### config.mk
export PLATFORM = sky130hd
export DESIGN_NAME = bus_arbiter
export DESIGN_NICKNAME = d
export VERILOG_FILES = /design/src/rtl/bus_arbiter.sv
export SDC_FILE = /design/constraint.sdc
export NUM_CORES = 1
export LEC_CHECK = 0
export CAP_MARGIN = 20
export CORE_AREA = 3 3 106 108
export DETAILED_ROUTE_END_ITERATION = 16
export DIE_AREA = 0 0 109 111
export DONT_BUFFER_PORTS = 1
export HOLD_SLACK_MARGIN = 0.08
export PLACE_DENSITY = 0.71
export SLEW_MARGIN = 20
export SYNTH_ARGS = -nofsm -noshare
export SYNTH_HDL_FRONTEND = slang
export SYNTH_SLANG_ARGS = --single-unit
### constraint.sdc
create_clock -name clk -period 5 [get_ports clk]
set_clock_uncertainty 0.1 [all_clocks]
set_input_delay 1.5 -clock clk [delete_from_list [all_inputs] [get_ports clk]]
set_output_delay 1.5 -clock clk [all_outputs]
set_load 0.01 [all_outputs]
### src/rtl/bus_arbiter.sv
// bus_arbiter: shares one single-beat stb/ack memory bus between the fetch port and the data port.
// Optional watchdog: define BUS_TIMEOUT_EN to abort stalled transactions and report them on bus_err.
module bus_arbiter #(
  parameter int ADDR_W  = 32,
  parameter int DATA_W  = 32,
  parameter int TIMEOUT = 15
) (
  input  logic                clk,
  input  logic                rst,
  input  logic                flush,
  input  logic                i_req,
  input  logic [ADDR_W-1:0]   i_addr,
  output logic [DATA_W-1:0]   i_rdata,
  output logic                i_ack,
  input  logic                d_req,
  input  logic                d_we,
  input  logic [DATA_W/8-1:0] d_sel,
  input  logic [ADDR_W-1:0]   d_addr,
  input  logic [DATA_W-1:0]   d_wdata,
  output logic [DATA_W-1:0]   d_rdata,
  output logic                d_ack,
  output logic                m_stb,
  output logic                m_we,
  output logic [DATA_W/8-1:0] m_sel,
  output logic [ADDR_W-1:0]   m_addr,
  output logic [DATA_W-1:0]   m_wdata,
  input  logic [DATA_W-1:0]   m_rdata,
  input  logic                m_ack,
`ifdef BUS_TIMEOUT_EN
  output logic                bus_err,
`endif
  output logic                stallreq_o
);

  typedef enum logic [1:0] {IDLE, BUSY_I, BUSY_D, DRAIN} state_t;

  state_t state_reg, state_next;
  logic   last_d_reg;
  logic   i_pend, d_pend;
  logic   grant_i, grant_d, finish_i, finish_d;
  logic   timeout_hit;

  // A port whose ack is showing this cycle is already served; the requester drops req next cycle.
  assign i_pend = i_req & ~i_ack & ~flush;
  assign d_pend = d_req & ~d_ack;

  assign stallreq_o = (i_req & ~i_ack) | (d_req & ~d_ack) | (state_reg == DRAIN);

`ifdef BUS_TIMEOUT_EN
  localparam int CNT_W = ($clog2(TIMEOUT + 1) > 4) ? $clog2(TIMEOUT + 1) : 4;

  logic [CNT_W-1:0] cnt_reg;

  assign timeout_hit = (state_reg != IDLE) && !m_ack && (cnt_reg >= CNT_W'(TIMEOUT - 1));

  // Held at zero while idle, so every grant starts the watchdog from zero.
  always_ff @(posedge clk or negedge rst) begin
    if (!rst) begin
      cnt_reg <= '0;
    end else if (state_reg == IDLE) begin
      cnt_reg <= '0;
    end else if (!timeout_hit) begin
      cnt_reg <= cnt_reg + 1'b1;
    end
  end
`else
  assign timeout_hit = 1'b0;
`endif

  always_comb begin
    state_next = state_reg;
    grant_i    = 1'b0;
    grant_d    = 1'b0;
    finish_i   = 1'b0;
    finish_d   = 1'b0;
    case (state_reg)
      IDLE: begin
        // Data wins a tie unless it was served last, which keeps fetch from starving.
        if (d_pend && !(i_pend && last_d_reg)) begin
          state_next = BUSY_D;
          grant_d    = 1'b1;
        end else if (i_pend) begin
          state_next = BUSY_I;
          grant_i    = 1'b1;
        end
      end
      BUSY_I: begin
        if (m_ack || timeout_hit) begin
          state_next = IDLE;
          finish_i   = ~flush;
        end else if (flush) begin
          state_next = DRAIN;
        end
      end
      BUSY_D: begin
        if (m_ack || timeout_hit) begin
          state_next = IDLE;
          finish_d   = 1'b1;
        end
      end
      DRAIN: begin
        if (m_ack || timeout_hit) begin
          state_next = IDLE;
        end
      end
      default: state_next = IDLE;
    endcase
  end

  always_ff @(posedge clk or negedge rst) begin
    if (!rst) begin
      state_reg <= IDLE;
    end else begin
      state_reg <= state_next;
    end
  end

  always_ff @(posedge clk or negedge rst) begin
    if (!rst) begin
      m_stb      <= 1'b0;
      m_we       <= 1'b0;
      m_sel      <= '0;
      m_addr     <= '0;
      m_wdata    <= '0;
      i_rdata    <= '0;
      i_ack      <= 1'b0;
      d_rdata    <= '0;
      d_ack      <= 1'b0;
      last_d_reg <= 1'b0;
`ifdef BUS_TIMEOUT_EN
      bus_err    <= 1'b0;
`endif
    end else begin
      i_ack <= finish_i;
      d_ack <= finish_d;
      if (grant_d) begin
        m_stb   <= 1'b1;
        m_we    <= d_we;
        m_sel   <= d_sel;
        m_addr  <= d_addr;
        m_wdata <= d_wdata;
      end else if (grant_i) begin
        m_stb   <= 1'b1;
        m_we    <= 1'b0;
        m_sel   <= '1;
        m_addr  <= i_addr;
        m_wdata <= '0;
      end else if (state_next == IDLE) begin
        m_stb   <= 1'b0;
      end
      // Without m_ack a finish can only be a watchdog abort, which returns zero data.
      if (finish_i) begin
        i_rdata    <= m_ack ? m_rdata : '0;
        last_d_reg <= 1'b0;
      end
      if (finish_d) begin
        d_rdata    <= (m_ack && !m_we) ? m_rdata : '0;
        last_d_reg <= 1'b1;
      end
`ifdef BUS_TIMEOUT_EN
      bus_err <= (finish_i | finish_d) & ~m_ack;
`endif
    end
  end

endmodule
Yosys cells after proc, flatten, opt, wreduce, memory -nomap -nowiden:

Index checks and enable logic that the tools add are counted.

* bits of input ports: 139
* register bits: 139
* output and inout bits: 137
* word-level logic and storage cells: 63

* bitwise logic cells: 8
* reductions and logical operators: 11
* equality and inequality tests: 3
* mux-type cells: 30

Operators with widths (number)
* two-way mux 32 bit: 6
* two-way mux 1 bit: 16
* two-way mux 2 bit: 5
* two-way mux 4 bit: 2
* one-hot mux 2 bit (3 select lines): 1
* equality test 2 bit, second input constant: 2
* zero test 2 bit: 2
* nonzero test 2 bit: 2
* bitwise AND 1 bit: 3
* logical AND 1 bit: 3
* inverter 1 bit: 3
* nonzero test 3 bit: 1
* equality test 2 x 1 -> 1 bit, second input constant: 1
* zero test 1 bit: 2
* bitwise OR 1 bit: 2
* OR reduction 2 bit: 1

Longest topological paths before layout:

* word-level depth: 12
* gate-level depth with buffers: 5
* mapped depth without buffers: 3

Worst setup path before layout:

No wires, ideal clock.

* path type: input to output
* start: input d_req
* end: output stallreq_o
* path buffers: 0
* path slack: 1.469 ns
* stages: 2
* arrival time: 1.931 ns
* data required time: 3.400 ns
* path through: nor2b_1 > a221o_1

* longest elaborated chain between the ends: 3

Ends and longest elaborated chain
* from (decl): line 15 `input logic d_req,`
* bitwise AND 1 bit: line 47 `assign stallreq_o = (i_req & ~i_ack) | (d_req & ~d_ack) | (state_reg == DRAIN);`
* bitwise OR 1 bit (2 in series): line 47
* to (decl): line 32 `output logic stallreq_o`

No other way between the ends.

Worst setup path after layout:

Same ends and word-level chain as after synthesis.

==> results.toml <==
[run_status]
outcome = "completed"

[pwr]
power-per-cell-area_mw_per_mm2 = 701.7
power.ir.vdd_worst_v = 0.0003547
cellLeakagePower_nw = 2.665

[critical_path]
worstSetupStartpointType = "input pin"
crit_path_max_fanout = 3
timing.critical_path.cells = "nor2b_1, a221o_1"
critPathCaptureType = "output pin"
crit_slowest_cell = "sky130_fd_sc_hd__a221o_1"
endpoint_required_time_on_the_critical_path_ps = 3400
cp.arrival_ps = 2030
timing.setup.critical_path_class = "in2out"
crit_family = "compound AO/OA/AOI/OAI gates"
cp_num_buf_inv = 0
max_stage_delay_ps = 290

[routing]
detail_route.wl_per_cell_um = 23.43
totalWireLength_um = 13220
drt_pre_antenna_iters = 4
detailroute.via_count = 3427
drc = 0
drtIter0Drc = 204
dr_vias_cell = 6.076
antenna_left = 0

[layout]
fin_util_pct = 59.85
regArea_mm2 = 0.003478
drive_above_1_share_pct = 22.66
post_layout_nonfiller_instances = 564
layout.nets = 554
multi_input_area_mm2 = 0.001902
synthToLayoutAreaGrowth_pct = 11.54
layout.filler_cells = 774
antenna_cells_inserted = 0

[clocking]
worstSkewPairLatency_ps = 510
cts_hold_repair.buffers = 0
htree_levels = 4
clock_sink_count = 139
cts_tree = "done"
clock_path_buffers = 2
ctsResizeCount = 0
clk_transition_reported_paths_ps = 60
cts_root_buf = "sky130_fd_sc_hd__clkbuf_8"
cts_setup_buffers = 0
numCtsBuffers = 17

[timing]
finalMaxSlewViolations = 0
tightest_slew_ps = 998.5
worst_max_slew_margin_expressed_relative_to_the_limit_pct = 33.44
tns_ps = 0
min_period_over_period_pct = 72.57
max_clock_freq_mhz = 275.6
setup_viol = 0
final_period_demand_of_the_worst_path_ps = 3628
grt_setup_unrepaired = "no"
hold_viol_final = 0

[synthesis]
seq_area_frac_synth_pct = 62.80
syn-num-nets = 564
synth.most_common_cell = "sky130_fd_sc_hd__dfrtp_1"
post_synth_num_cell_types = 29
asyncSetResetFlopFracSynth_pct = 100.0
post-synth-top-area-cell = "sky130_fd_sc_hd__dfrtp_1"
commonest_cells_in_the_netlist = "139 x sky130_fd_sc_hd__dfrtp_1, 35 x sky130_fd_sc_hd__o21ai_0, 33 x sky130_fd_sc_hd__a22o_1, 33 x sky130_fd_sc_hd__nand2b_1"
avgSynthCellArea_um2 = 13.03
synthFlopType = "sky130_fd_sc_hd__dfrtp_1"
synthesis.instances = 425
yosys_warnings = 0
ys_ff_latch = 139
synthDominantCellAreaShare_pct = 62.80
synth_area_leaders = "sky130_fd_sc_hd__dfrtp_1 63%, sky130_fd_sc_hd__o221a_2 6.5%, sky130_fd_sc_hd__a22o_1 5.2%, sky130_fd_sc_hd__mux2_2 4.7%, sky130_fd_sc_hd__nand2b_1 3.7%"
synthesis.area_mm2 = 0.005539
synth_enable_flop_cells = 0

[grt]
gr-total-overflow = 0
antenna_found_initial = 0
grt_pass1_vias = 3527
grt_first_pass_wirelength_um = 19440
gr-usage-all-layers_pct = 21.12
grt_start_max_net_pins = 140

[run]
max_cap_viol_count = 0

[placement]
dpl.cell_count = 532
gp_congestion = 0.7590
port_buffers = 0
dpl_wire_length_um = 9296

[hold_path]
hp-class = "reg2reg"

[die]
design.die.area_mm2 = 0.01210
fp.coreArea_mm2 = 0.01032
design.portCount = 276
die_x_um = 109
starting_density_of_the_core_pct = 53.65
floorplan.rows = 37
die_height_um = 111
area by class of cell:
| type | instances | share of cell area (%) |
|---|---|---|
| flip-flops and latches | 139 | 56.30 |
| multi-input cells | 248 | 30.78 |
| clock buffers | 22 | 7.493 |
| well taps | 136 | 2.754 |
| clock inverters | 10 | 1.883 |
| repair buffers | 4 | 0.4860 |
| inverters | 5 | 0.3038 |
where the power goes:
group / total [mW] / internal, mW / switching [mW]
Combinational: 0.857 / 0.468 / 0.389
Sequential: 2.28 / 1.62 / 0.657
Clock: 1.20 / 0.748 / 0.451
layer usage:
metal | wire length, um | GRT usage (%) | up-vias
li1 | - | - | 1538
met1 | 4818 | 22.86 | 1667
met2 | 6649 | 35.05 | 196
met3 | 1448 | 9.435 | 26
met4 | 298 | 9.596 | 0
met5 | 0 | 0 | -
per-stage QoR:
step / setup WS (ps) / cell area [um^2] / total power, mW / hold slack, ps
after global placement: 1374 / 5598 / 3.106 / 444.1
final: 1372 / 6178 / 4.335 / 456.8
after CTS: 1353 / 6177 / 4.380 / 462.0
after floorplan: 1469 / 5539 / 2.887 / 416.2
after global routing: 1305 / 6178 / 4.564 / 476.7
after detailed placement: 1370 / 5598 / 3.162 / 447.8
logic make-up after synthesis:
kind of cell | synth area share [%]
AOI/OAI and AO/OA | 16.26
and+or+nand+nor | 11.16
DFF | 62.80
muxes | 6.506
buffers and inverters | 3.275
path summary, 6_finish.rpt:
| kind | startpoint | end | slack [ps] | depth (start not counted) |
|---|---|---|---|---|
| setup reg to reg | d_ack$_DFF_PN0_ | m_wdata[26]$_DFFE_PN0P_ | 2340 | 3 |
| max in group asynchronous | rst | m_wdata[8]$_DFFE_PN0P_ | 3980 | 0 |
| hold reg to reg | d_rdata[16]$_DFFE_PN0P_ | d_rdata[16]$_DFFE_PN0P_ | 460 | 2 |
| setup / recovery | d_req | stallreq_o | 1370 | 2 |
| min in group asynchronous | rst | d_rdata[17]$_DFFE_PN0P_ | 580 | 0 |
| hold / removal | d_rdata[16]$_DFFE_PN0P_ | d_rdata[16]$_DFFE_PN0P_ | 460 | 2 |
placed cells by master, fill, tap and decap left out, drive strengths merged:
cell	instances
a22o	33
nand3b	1
nand2b	33
dfrtp	139
inv	5
o221a	32
nand2	32
or2	1
a21oi	1
o21ai	37
nor2	2
nor3b	1
and4bb	1
o22a	4
o21a	1
bufinv	2
clkbuf	22
nor4b	1
nor2b	1
buf	4
clkinvlp	5
a221o	1
clkinv	3
or4b	1
o311ai	1
mux2	32
or3	32
(Power assumes the default switching activity.)
